--- config.mk ---
export PLATFORM = sky130hd
export DESIGN_NAME = cpu_clk_ctrl
export DESIGN_NICKNAME = d
export VERILOG_FILES = /design/src/rtl/cpu_clk_pkg.sv /design/src/rtl/btn_debounce.sv /design/src/rtl/cpu_clk_ctrl.sv
export SDC_FILE = /design/constraint.sdc
export NUM_CORES = 1
export LEC_CHECK = 0
export ABC_AREA = 1
export CAP_MARGIN = 20
export CELL_PAD_IN_SITES_DETAIL_PLACEMENT = 1
export CELL_PAD_IN_SITES_GLOBAL_PLACEMENT = 1
export CORE_ASPECT_RATIO = 0.6
export CORE_MARGIN = 4
export CORE_UTILIZATION = 44
export CTS_CLUSTER_DIAMETER = 100
export DETAILED_ROUTE_END_ITERATION = 8
export PLACE_DENSITY = 0.87
export SETUP_SLACK_MARGIN = 0.1
export SKIP_LAST_GASP = 1
export SYNTH_ARGS = -nofsm -noshare
export SYNTH_HDL_FRONTEND = slang
export SYNTH_SLANG_ARGS = --single-unit
--- constraint.sdc ---
create_clock -name clk50M -period 3.8 [get_ports clk50M]
set_input_delay 1.14 -clock clk50M [delete_from_list [all_inputs] [get_ports clk50M]]
set_output_delay 1.14 -clock clk50M [all_outputs]
set_load 0.01 [all_outputs]
--- src/rtl/cpu_clk_pkg.sv ---
// Shared encodings for the CPU clock/reset controller.
package cpu_clk_pkg;

  typedef enum logic [1:0] {
    MODE_RUN   = 2'd0,
    MODE_STEP  = 2'd1,
    MODE_BURST = 2'd2,
    MODE_HALT  = 2'd3
  } mode_e;

  typedef enum logic [1:0] {
    S_RSTHOLD = 2'd0,
    S_RUN     = 2'd1,
    S_IDLE    = 2'd2,
    S_STEP    = 2'd3
  } state_e;

endpackage

--- src/rtl/btn_debounce.sv ---
// Step button synchroniser and debouncer.
// Emits a one-cycle press on a debounced rising level.
module btn_debounce #(
  parameter int DEBOUNCE = 500000
) (
  input  logic clk,
  input  logic rst,
  input  logic btn,
  output logic press
);

  localparam int CW = $clog2(DEBOUNCE + 1);

  logic          s1;
  logic          s2;
  logic          level;
  logic [CW-1:0] cnt;

  always_ff @(posedge clk) begin
    if (rst) begin
      s1    <= 1'b0;
      s2    <= 1'b0;
      level <= 1'b0;
      cnt   <= '0;
      press <= 1'b0;
    end else begin
      s1    <= btn;
      s2    <= s1;
      press <= 1'b0;
      if (s2 == level) begin
        cnt <= '0;
      end else if (cnt == CW'(DEBOUNCE - 1)) begin
        cnt   <= '0;
        level <= s2;
        press <= s2;
      end else begin
        cnt <= cnt + CW'(1);
      end
    end
  end

endmodule

--- src/rtl/cpu_clk_ctrl.sv ---
// CPU clock divider, step/burst sequencer and CPU reset generator.
// Single clk50M domain; all outputs registered.
module cpu_clk_ctrl
  import cpu_clk_pkg::*;
#(
  parameter int DIV_W     = 25,
  parameter int BURST_W   = 16,
  parameter int CNT_W     = 32,
  parameter int DEBOUNCE  = 500000,
  parameter int RST_EDGES = 4
) (
  input  logic               clk50M,
  input  logic               rst,
  input  logic [1:0]         mode,
  input  logic [DIV_W-1:0]   div,
  input  logic [BURST_W-1:0] burst_len,
  input  logic               step_btn,
  input  logic               sel,
  output logic               clk_cpu,
  output logic               clk_cpu_rise,
  output logic               cpu_rst,
  output logic               busy,
  output logic [CNT_W-1:0]   cycle_cnt
);

  localparam int EW = $clog2(RST_EDGES + 1);

  state_e             state;
  state_e             nstate;
  mode_e              m;
  logic [DIV_W-1:0]   cnt;
  logic [BURST_W-1:0] remain;
  logic [BURST_W-1:0] remain_n;
  logic [EW-1:0]      edges;
  logic [EW-1:0]      edges_n;
  logic               sel_s1;
  logic               sel_s2;
  logic               sel_prev;
  logic               sel_chg;
  logic               press;
  logic               en;
  logic               tick;
  logic               rise;
  logic               fall;

  btn_debounce #(.DEBOUNCE(DEBOUNCE)) u_btn (
    .clk   (clk50M),
    .rst   (rst),
    .btn   (step_btn),
    .press (press)
  );

  assign m       = mode_e'(mode);
  assign tick    = en && (cnt >= div);
  assign rise    = tick && !clk_cpu;
  assign fall    = tick && clk_cpu;
  assign sel_chg = sel_s2 ^ sel_prev;

  always_comb begin
    nstate   = state;
    remain_n = remain;
    edges_n  = edges;
    en       = 1'b1;
    unique case (state)
      S_RSTHOLD: begin
        if (rise && edges != EW'(RST_EDGES))
          edges_n = edges + EW'(1);
        if (fall && edges == EW'(RST_EDGES))
          nstate = (m == MODE_RUN) ? S_RUN : S_IDLE;
      end
      S_RUN: begin
        if (fall && m != MODE_RUN)
          nstate = S_IDLE;
      end
      S_IDLE: begin
        en = 1'b0;
        if (m == MODE_RUN) begin
          nstate = S_RUN;
        end else if (press && m == MODE_STEP) begin
          nstate   = S_STEP;
          remain_n = BURST_W'(1);
        end else if (press && m == MODE_BURST && burst_len != '0) begin
          nstate   = S_STEP;
          remain_n = burst_len;
        end
      end
      S_STEP: begin
        if (fall) begin
          remain_n = remain - BURST_W'(1);
          if (remain == BURST_W'(1))
            nstate = S_IDLE;
        end
      end
      default: ;
    endcase
    // A selector change overrides everything, including a same-cycle press
    if (sel_chg) begin
      nstate  = S_RSTHOLD;
      edges_n = '0;
    end
  end

  always_ff @(posedge clk50M) begin
    sel_s1   <= sel;
    sel_s2   <= sel_s1;
    sel_prev <= sel_s2;
  end

  always_ff @(posedge clk50M) begin
    if (rst) begin
      state        <= S_RSTHOLD;
      edges        <= '0;
      remain       <= '0;
      cnt          <= '0;
      clk_cpu      <= 1'b0;
      clk_cpu_rise <= 1'b0;
      cpu_rst      <= 1'b1;
      busy         <= 1'b0;
      cycle_cnt    <= '0;
    end else begin
      state        <= nstate;
      edges        <= edges_n;
      remain       <= remain_n;
      clk_cpu_rise <= rise;
      cpu_rst      <= (nstate == S_RSTHOLD);
      busy         <= (nstate == S_STEP);
      if (!en) begin
        cnt     <= '0;
        clk_cpu <= 1'b0;
      end else if (tick) begin
        cnt     <= '0;
        clk_cpu <= ~clk_cpu;
      end else begin
        cnt <= cnt + DIV_W'(1);
      end
      if (nstate == S_RSTHOLD)
        cycle_cnt <= '0;
      else if (rise)
        cycle_cnt <= cycle_cnt + CNT_W'(1);
    end
  end

endmodule

After elaboration in Yosys (flattened, before gate mapping) --
Cells that the tools add are included.
Storage, ports and cells: input bits 47, logic and storage cells 82, register bits 108, output and inout bits 36
Operators by class: equal/unequal tests 14, reduce and logical (&&, ||, !) cells 25, order comparisons 1, add/sub/neg operators 5, multiplexer cells 16, bitwise gates (word level) 4
Operators with widths (number):
- 16-bit two-way mux | 4
- 32-bit by 1-bit adder with 32-bit output (second input constant) | 1
- 16-bit case mux with 2 select lines | 1
- 25-bit by 1-bit adder with 25-bit output (second input constant) | 1
- 25-bit >= comparator | 1
- 19-bit by 1-bit adder with 19-bit output (second input constant) | 1
- 19-bit == test (second input constant) | 1
- 2-bit two-way mux | 9
- 16-bit by 1-bit == test with 1-bit output (second input constant) | 1
- 16-bit nonzero test | 1
- 16-bit by 1-bit subtractor with 16-bit output (second input constant) | 1
- 1-bit logical AND | 9
- 3-bit OR reduction | 3
- 2-bit == test (second input constant) | 4
- 2-bit case mux with 4 select lines | 1
- 2-bit zero test | 3
- 3-bit != test (second input constant) | 2
- 2-bit OR reduction | 3
- 2-bit by 1-bit == test with 1-bit output (second input constant) | 2
- 2-bit != test (second input constant) | 2
- 2-bit AND reduction | 2
- 4-bit AND reduction | 1
- 2-bit nonzero test | 2
- 3-bit by 1-bit adder with 3-bit output (second input constant) | 1
- other kinds (6) | 8

Longest topological paths before layout --
depth after elaboration 10, gate-level depth with buffers 19, gate-level depth less buffers 18

By module --
A second synthesis with hierarchy kept.
Unflattened totals: cells, all modules 1010, area, all modules 6802.8 µm²
By module, submodules not included:
- cpu_clk_ctrl | instances 1, area each 5600.4 µm², cells each 842, sequential area each 1701.6 µm²
- btn_debounce | instances 1, area each 1202.4 µm², cells each 168, sequential area each 460.4 µm²

Worst setup path before layout --
Ideal clock, no wire load.
path kind input to register, from input port div[16], to register cycle_cnt[1], buffers on the path 1, setup slack 0.929 ns, library setup time 0.116 ns, stages 16, arrival 2.755 ns, required time 3.684 ns, cells stage by stage inv_1 > ha_1 > nand2_1 > nor2_2 > inv_1 > nor3_1 > nand2_1 > nand3_2 > nand4_2 > nand2_2 > inv_2 > nor2_4 > nand2_4 > nand2_8 > buf_12 > a21oi_2
On the way: longest elaborated chain between the ends 9, elaborated cells between the ends (all ways) 13, classes of those cells 1 x order compare; 5 x mux; 7 x reduce/logical
RTL lines:
- start, declared | RTL line cpu_clk_ctrl.sv:15 | input logic [DIV_W-1:0] div,
- 25-bit >= comparator * | RTL line cpu_clk_ctrl.sv:54 | assign tick = en && (cnt >= div);
- 1-bit logical AND * | RTL line cpu_clk_ctrl.sv:54
- 1-bit logical AND | RTL line cpu_clk_ctrl.sv:56 | assign fall = tick && clk_cpu;
- 1-bit logical AND, on equally long branches | RTL line cpu_clk_ctrl.sv:72, cpu_clk_ctrl.sv:68
- 2-bit two-way mux, on equally long branches | RTL line cpu_clk_ctrl.sv:72, cpu_clk_ctrl.sv:68
- 2-bit case mux with 4 select lines | RTL line cpu_clk_ctrl.sv:64 | unique case (state)
- 2-bit two-way mux | RTL line cpu_clk_ctrl.sv:97 | if (sel_chg) begin
- 2-bit zero test | RTL line cpu_clk_ctrl.sv:136 | if (nstate == S_RSTHOLD)
- 2-bit OR reduction (no line)
- end signal, assigned | RTL line cpu_clk_ctrl.sv:139 | cycle_cnt <= cycle_cnt + CNT_W'(1);
- end, declared | RTL line cpu_clk_ctrl.sv:23 | output logic [CNT_W-1:0] cycle_cnt
Every way passes the cells marked *; elsewhere a longest branch is shown, timed or not. A chain may end at the register's enable or synchronous reset.

Worst setup path after layout --
from input port div[22], to register edges[2]
On the way: longest elaborated chain between the ends 5
RTL lines:
- 25-bit >= comparator | RTL line cpu_clk_ctrl.sv:54
- 1-bit logical AND | RTL line cpu_clk_ctrl.sv:54
- 1-bit logical AND | RTL line cpu_clk_ctrl.sv:55 | assign rise = tick && !clk_cpu;
- 1-bit logical AND | RTL line cpu_clk_ctrl.sv:66 | if (rise && edges != EW'(RST_EDGES))
- 2-bit AND reduction (no line)
- end signal, assigned | RTL line cpu_clk_ctrl.sv:122 | edges <= edges_n;
- end, declared | RTL line cpu_clk_ctrl.sv:34 | logic [EW-1:0] edges;
No other way between the ends.

==> flow_metrics.tcl <==
set metrics [dict create \
    status "complete, no violations" \
    p_sw_share_pct 23.0 \
    pin_count 83 \
    dp_cells 1237 \
    vias 6513 \
    synth_seq_cells 108 \
    clock_skew_ns 0.0122 \
    timing.fmax_mhz 292 \
    gr-usage-met1_pct 33.4 \
    worstSetupPathType "input pin to register" \
    ys.flop_type "dfxtp_1" \
    regToRegSetupSlack_ns 1.28 \
    max_stage_delay_ns 0.45 \
    drtIter0Drc 422 \
    max_cap_viol_count 0 \
    whs_path_depth 0 \
    synth.yosys.seq_area_share_pct 31.8 \
    reg2reg_depth 15 \
    crit_path_frequent_cell "nand2_1" \
    p_switching_uw 498 \
    crit_slowest_cell "clkdlybuf4s50_1" \
    routed_wl_um 19800 \
    fin_cells 1252 \
    layout-drive-gt1-share_pct 10.2 \
    globalRouteMet3Util_pct 4.33 \
    post-dp-hpwl_um 15400 \
    ys_types 45 \
    path_cells "clkdlybuf4s50_1 -> inv_1 -> ha_1 -> nand2_1 -> nor2_2 -> nand2_1 -> nor2_1 -> nand2_1 -> nand2_1 -> nor2_1 -> nand3_2 -> nand2_2 -> nor2_2 -> buf_12 -> nand3_2 -> nor2_1 -> nand2_1 -> nand2_1 -> nor2_1" \
    fill_cells 1963 \
    cts.sinks 108 \
    rsz0062_at_grt "false" \
    holdBufCountCts 0 \
    initial_core_util_pct 45.9 \
    cts_made_buffers 9 \
    synth-edff-count 0 \
    r2r_start "cnt[14]" \
    leakage_nw 3.19 \
    avgSynthCellArea_um2 7.02 \
    path_clk_slew_ns 0.07 \
    grt_busiest_layer "met2" \
    syn_area_mm2 0.00680 \
    grt_overflow 0 \
    endpoint "edges[2]" \
    power_frac_seq_pct 52.8 \
    hold_viol 0 \
    drc 0 \
    relSlewSlack_pct 53.0 \
    yosys.cell_count.top_type "nand2_1" \
    die-area_mm2 0.0176 \
    critPathMaxFanout 38 \
    synthTopCellsByArea "dfxtp_1 32%, nand2_1 12%, inv_1 8.8%, ha_1 5.9%, xor2_1 5.7%" \
    clockRootBuffer "clkbuf_16" \
    setup_tns_ns 0 \
    crit_path_start "div[22]" \
    r2r_end "edges[2]" \
    synth_fp_nets 1047 \
    gp_congestion 0.920 \
    die_w_um 168 \
    grt_pass1_vias 6551 \
    final_nets 1129 \
    synth_top_area_cell "dfxtp_1" \
    power_frac_clock_pct 41.5 \
    grt_util_all_layers_pct 22.6 \
    grt_pass1_wl_um 32900 \
    synthTopCellsByCount "210 x nand2_1, 159 x inv_1, 108 x dfxtp_1, 97 x nor2_1, 44 x xor2_1" \
    yosysTopAreaCellShare_pct 31.8 \
    core_mm2 0.0148 \
    io_buffers 82 \
    yosys_warnings 0 \
    post-route-period-util_pct 90.0 \
    power.density_mw_per_mm2 268 \
    vdd_ir_drop_max_uv 206 \
    fp-row-count 34 \
    p_comb_share_pct 5.8 \
    firstDrtPassIters 5 \
    postCtsSetupBuffers 0 \
    avgRoutedWirePerCell_um 15.8 \
    insertion_delay_ns 0.35 \
    ant_nets 0 \
    slew_viol_final 0 \
    hold_class "register to register" \
    diodes 0 \
    cts_tree "built" \
    internal_power_mw 1.66 \
    antenna_found_initial 0 \
    worst_ep_required_time_ns 4.04 \
    avgViaCountPerCell 5.20 \
    fin_crit_ns 3.42 \
    cts_resized 0 \
    use_met2_pct 34.4 \
    synthCells 968 \
    synth-async-reset-ratio_pct 0 \
    critPathLaunchType "input pin" \
    syn_to_final_growth_pct 18.7 \
    cts_max_path_buffers 2 \
    report.final.setup_viol 0 \
    h-tree-depth 3 \
    die_h_um 104 \
    grt_max_degree 39 \
    tightest_slew_ns 0.704 \
    end_kind "register" \
    worstPathArrival_ns 3.66 \
]
## power groups by stage
stage               combinational, mW  clock, mW  sequential [mW]
CTS                             0.126      0.918             1.14
finish                          0.125      0.897             1.14
floorplan                      0.0536          0             1.17
global route                    0.139      0.963             1.14
global placement                0.119          0             1.17
detailed placement              0.125          0             1.17
## registers in the layout, indices dropped and copies added, names as in the netlist
register and flops:
u_btn.cnt 19, remain 16, u_btn.level 1, u_btn.press 1, u_btn.s2 1, clk_cpu_rise 1
sel_s1 1, edges 3, busy 1, cycle_cnt 32, state 2, cnt 25
sel_prev 1, sel_s2 1, u_btn.s1 1, clk_cpu 1, cpu_rst 1
## routing by layer
layer  vias to the layer above  part of all wire (%)  routed length, um
met4                         0                   1.2                239
met3                        19                   5.2               1030
met2                       160                    42               8260
met1                      3108                    52              10200
li1                       3226                     -                  -
met5                         -                     0                  0
## worst max-delay path: cells and delay by family
family | cells | cell delay (ns)
adders and majority gates | 1 | 0.29
buffers and inverters | 3 | 0.71
and+or+nand+nor | 15 | 1.51
## cells in the final DEF, fill, tap and decap left out, drive strengths merged, types with 2 or more instances in the layout
cell type	synthesis	routed
nand2	219	219
inv	167	168
nor2	109	109
dfxtp	108	108
clkdlybuf4s50	0	82
a21oi	68	68
xor2	44	44
nand3	42	42
o21ai	42	42
nor3	35	35
ha	32	32
nand4	20	20
nor4	16	16
xnor2	14	14
nor3b	12	12
buf	16	11
clkbuf	6	10
clkinv	2	4
a31oi	3	3
or2	3	3
o21a	3	3
a211oi	2	2
clkinvlp	0	2
nand3b	2	2
## final cells by class
class / instances / area, um^2 / share of cell area, %
multi-input combinational: 669 / 3810 / 47.3
clock inverter: 5 / 37.5 / 0.466
inverter: 169 / 634 / 7.87
clock buffer: 10 / 239 / 2.96
timing repair buffer: 93 / 928 / 11.5
tap: 198 / 248 / 3.07
sequential: 108 / 2160 / 26.8
## stage by stage
stage	total power, mW	util [%]	setup WS (ns)	instance area (um^2)	hold slack, ns
floorplan	1.22	-	0.929	6800	0.310
global placement	1.29	52.6	0.180	7790	0.312
detailed placement	1.29	52.6	0.0653	7790	0.315
global route	2.24	54.5	0.167	8060	0.336
finish	2.16	54.5	0.380	8060	0.330
CTS	2.19	54.5	0.410	8060	0.332
## worst min-delay path by stage
stage / startpoint / end / slack (ns)
after floorplan: sel_s1 / sel_s2 / 0.31
after global placement: sel_s1 / sel_s2 / 0.31
after detailed placement: sel_s1 / sel_s2 / 0.31
after CTS: sel_s1 / sel_s2 / 0.33
after global routing: sel_s1 / sel_s2 / 0.34
final: sel_s1 / sel_s2 / 0.33
## logic make-up (layout without fill, tap and decap cells)
family	Yosys count	after routing	synth area share [%]
buf+inv	191	277	12.1
simple gates	459	459	31.8
compound gates	120	120	10.9
fa+ha+maj	32	32	5.89
flops	108	108	31.8
xor+xnor	58	58	7.48
(Power assumes the default switching activity.)
